--- src/rtl/acc_diff.sv ---
// Recovers per-sample increments from a stream of unsigned running sums.
// Valid/ready in and out, single output register, frame counter and sticky wrap flag.
module acc_diff #(
  parameter int BIT   = 32,
  parameter int CNT_W = 16
) (
  input  logic             clk,
  input  logic             rst,
  input  logic             data_in_valid,
  input  logic [BIT-1:0]   data_in,
  output logic             data_in_ready,
  input  logic             clr,
  output logic             data_out_valid,
  output logic [BIT-1:0]   data_out,
  input  logic             data_out_ready,
  output logic [CNT_W-1:0] frame_cnt,
  output logic             err_wrap
);

  localparam logic [0:0] IDLE = 1'b0;
  localparam logic [0:0] RUN  = 1'b1;
  localparam logic [CNT_W-1:0] CNT_MAX = '1;

  logic [0:0]       state_q, state_d;
  logic [BIT-1:0]   prev_q, prev_d;
  logic [BIT-1:0]   dout_q, dout_d;
  logic             dvalid_q, dvalid_d;
  logic [CNT_W-1:0] cnt_q, cnt_d;
  logic             err_q, err_d;

  logic             accept;
  logic             in_run;
  logic [BIT-1:0]   ref_val;

  assign data_in_ready  = !dvalid_q || data_out_ready;
  assign accept         = data_in_valid && data_in_ready;
  // A coincident clr makes this sample the first of a new frame.
  assign in_run         = (state_q == RUN) && !clr;
  assign ref_val        = in_run ? prev_q : '0;

  always_comb begin
    state_d  = state_q;
    prev_d   = prev_q;
    dout_d   = dout_q;
    dvalid_d = dvalid_q;
    cnt_d    = cnt_q;
    err_d    = err_q;

    if (accept) begin
      dout_d   = data_in - ref_val;
      dvalid_d = 1'b1;
      prev_d   = data_in;
      state_d  = RUN;
      if (clr) begin
        cnt_d = CNT_W'(1);
        err_d = 1'b0;
      end else begin
        if (cnt_q != CNT_MAX) cnt_d = cnt_q + CNT_W'(1);
        if (in_run && (data_in < prev_q)) err_d = 1'b1;
      end
    end else begin
      if (dvalid_q && data_out_ready) dvalid_d = 1'b0;
      // Frame restart leaves the output register alone.
      if (clr) begin
        state_d = IDLE;
        prev_d  = '0;
        cnt_d   = '0;
        err_d   = 1'b0;
      end
    end
  end

  always_ff @(posedge clk) begin
    if (rst) begin
      state_q  <= IDLE;
      prev_q   <= '0;
      dout_q   <= '0;
      dvalid_q <= 1'b0;
      cnt_q    <= '0;
      err_q    <= 1'b0;
    end else begin
      state_q  <= state_d;
      prev_q   <= prev_d;
      dout_q   <= dout_d;
      dvalid_q <= dvalid_d;
      cnt_q    <= cnt_d;
      err_q    <= err_d;
    end
  end

  assign data_out_valid = dvalid_q;
  assign data_out       = dout_q;
  assign frame_cnt      = cnt_q;
  assign err_wrap       = err_q;

endmodule

--- config.mk ---
export PLATFORM = sky130hd
export DESIGN_NAME = acc_diff
export DESIGN_NICKNAME = d
export VERILOG_FILES = /design/src/rtl/acc_diff.sv
export SDC_FILE = /design/constraint.sdc
export NUM_CORES = 1
export LEC_CHECK = 0
export ABC_AREA = 1
export CORE_MARGIN = 2
export CORE_UTILIZATION = 50
export DETAILED_ROUTE_END_ITERATION = 12
export GPL_TIMING_DRIVEN = 0
export PLACE_DENSITY = 0.78
export SLEW_MARGIN = 30
export SYNTH_ARGS = -nofsm -noshare
export SYNTH_HDL_FRONTEND = slang
export SYNTH_SLANG_ARGS = --single-unit
--- constraint.sdc ---
create_clock -name clk -period 8.1 [get_ports clk]
set_input_delay 1.62 -clock clk [delete_from_list [all_inputs] [get_ports clk]]
set_output_delay 1.62 -clock clk [all_outputs]
set_load 0.1 [all_outputs]
==> summary.txt, run 1 <==
Floorplanning
  – Die height: 118 microns
  – Die X: 118 microns
  – Die area: 13900 sq um
  – IO Pins: 88
  – Core area: 12700 sq um
  – Starting density of the core: 0.512
  – Site Rows: 41

GRT
  – Vias in the first global route: 6245
  – Total grt overflow: 0
  – Overall routing resource usage: 0.258
  – Initial antenna violation count: 0
  – Largest net degree at the start of global routing: 15
  – First-pass GRT wire length: 29300 microns

Worst setup path
  – CP Max Fanout: 3
  – Path type of the worst setup path: input pin to primary output
  – Critical Path AT: 3.34 ns
  – CP Capture Type: primary output
  – Origin of the critical flop-to-flop path: state_q
  – Critical Path Start: data_out_ready
  – CP Launch Type: input pin
  – Worst Path Required: 6.48 ns

Finish
  – Final net count: 1269
  – Design area: 7860 sq um
  – Share of cells above drive strength 1: 0.0426
  – Commonest cells after routing, fill and taps aside: nand2_1 (322), inv_1 (175), nor2_1 (117)
  – Fin util: 0.620
  – Commonest non-fill, non-tap cell in the layout: nand2_1
  – Area grow syn2layout: 21.1%
  – N_diodes: 0

Clocking
  – CTS root buffer: clkbuf_16
  – H-tree depth: 3
  – Post-CTS sizing: 0
  – Clock slew at reported path FFs: 0.07 ns
  – CTS Buf Count: 9
  – Worst-Skew Late Latency: 0.36 ns
  – Clk buf depth: 2
  – Post-CTS Setup Inserts: 0
  – Clock tree from TritonCTS: done
  – Cts hold-fix bufs: 0
  – Clock Sinks: 83

Route
  – Drt first-iter violations: 644
  – Vias: 6863
  – Routed len/inst: 13.1 microns
  – Vias/cell: 5.10
  – DRT Pass-1 Iters: 6
  – Post-Route WL: 17600 microns
  – DRC: 0
  – Post-DRT Antenna Nets: 0

Min path
  – Hold Startpoint: err_wrap
  – Worst Hold Class: register to register

Synthesis
  – Post-Syn Area: 6490 sq um
  – Cells after synthesis: 1071
  – Synth unique cells: 41
  – Syn_nets: 1172
  – Flops & latches, synth: 83
  – Post-Syn Area per Cell: 6.06 sq um
  – Synth warn: 0
  – Seq/Total Area, Yosys: 0.256

STA
  – Actual slew at the worst max-slew pin: 0.980 ns
  – Endpoints failing hold: 0
  – Fin crit share: 0.612
  – Setup tns final: 0 ns
  – Rel. slew slack: 0.345
  – F_max: 202 MHz
  – Fin crit period: 4.96 ns
  – # setup viols final: 0
  – RSZ-0062 raised after global routing: false
  – Final Max Slew Viols: 0
  – Clock skew: 0.00895 ns

Place
  – Number of port buffers: 86
  – Hpwl dp: 14100 microns
  – Placed inst area: 7570 sq um
  – GP Congestion: 0.927

Outcome
  – Outcome: completed

Run
  – Max Cap Viol: 0

Power
  – Pwr dens: 160 nW/um^2
  – Leak pwr: 3.75 nW
  – Peak supply drop: 0.0902 mV
[cell families after synthesis]
group / synth area share
xor gates and xnor gates: 0.0162
adders and majority gates: 0.125
DFF: 0.256
buffers and inverters: 0.124
and+or+nand+nor: 0.367
AOI/OAI and AO/OA: 0.112
[final timing paths]
kind | slack [ns] | depth (start not counted) | to
setup / recovery | 3.14 | 4 | data_in_ready
hold reg to reg | 0.48 | 2 | err_wrap
hold / removal | 0.48 | 2 | err_wrap
setup reg to reg | 5.07 | 18 | data_out[25]
[through the flow]
stage	total power, mW	worst slack (ns)	hold WS (ns)	cells
3_3_place_gp	0.842	3.15	0.443	1329
6_report	1.26	3.14	0.476	1345
2_1_floorplan	0.738	4.17	0.457	1071
3_5_place_dp	0.847	3.12	0.474	1329
4_1_cts	1.26	3.12	0.483	1345
5_1_grt	1.32	3.08	0.506	1345
[flip-flops by register name (all words and copies together) (netlist names)]
register / flops
frame_cnt: 16
err_wrap: 1
state_q: 1
data_out_valid: 1
prev_q: 32
data_out: 32
[synth_stat cells, drive strengths merged]
master,count,share of area
a21o,1,0.0012
xor2,10,0.013
nor2,120,0.071
nand4,8,0.0096
xnor2,2,0.0027
a21oi,91,0.074
o211ai,2,0.0023
or2,2,0.0019
o21a,1,0.0012
a31o,1,0.0013
clkbuf,14,0.0081
buf,16,0.013
ha,63,0.12
nand3,97,0.076
nor3,12,0.011
inv,177,0.10
a211oi,1,0.0012
nand2,328,0.19
a41oi,1,0.0013
and2,2,0.0019
fa,1,0.0031
a21boi,1,0.0012
dfxtp,83,0.26
nand3b,3,0.0035
o21bai,4,0.0046
o21ai,30,0.024
[critical path: stages]
cell and delay [ns]:
clkdlybuf4s50_1 0.46, inv_1 0.04, nand2_1 0.08, clkdlybuf4s50_1 1.14
[final cells by class]
cell class	count	area (sq um)
clock inverters	6	65.1
multi-input cells	781	4020
fillers	1235	4810
flip-flops and latches	83	1660
inverters	177	667
well taps	172	215
plain buffers	30	140
repair buffers	86	861
clock buffers	10	229
[metal layers]
layer  share of wire  track usage
met5               0            0
met4           0.020       0.0843
met3           0.063       0.0460
met2            0.44        0.420
met1            0.47        0.346
[report_power, final]
| part | internal (mW) | leakage [nW] | total [mW] | switching [mW] |
|---|---|---|---|---|
| registers | 0.432 | 0.682 | 0.447 | 0.0154 |
| clock network | 0.239 | 0.143 | 0.417 | 0.178 |
| logic | 0.119 | 2.92 | 0.394 | 0.275 |
Note: power is estimated with default switching activity, not from simulation.
==> run 2: changes to the inputs <==
Clock period 8.1 ns to 4.9 ns, I/O delays scaled along.
==> results of run 2 <==
The final DEF is identical to that of run 1. Status: completed.
Among the figures that moved: setup slack after placement 3.12 ns -> 0.675 ns; setup slack after layout 3.14 ns -> 0.968 ns; start point of the critical path data_out_ready -> clr; end point of the critical path data_in_ready -> data_out[25]; register-to-register setup slack 5.07 ns -> 1.87 ns; total power 1.26 mW -> 2.08 mW; worst IR drop on VDD 0.0902 mV -> 0.149 mV
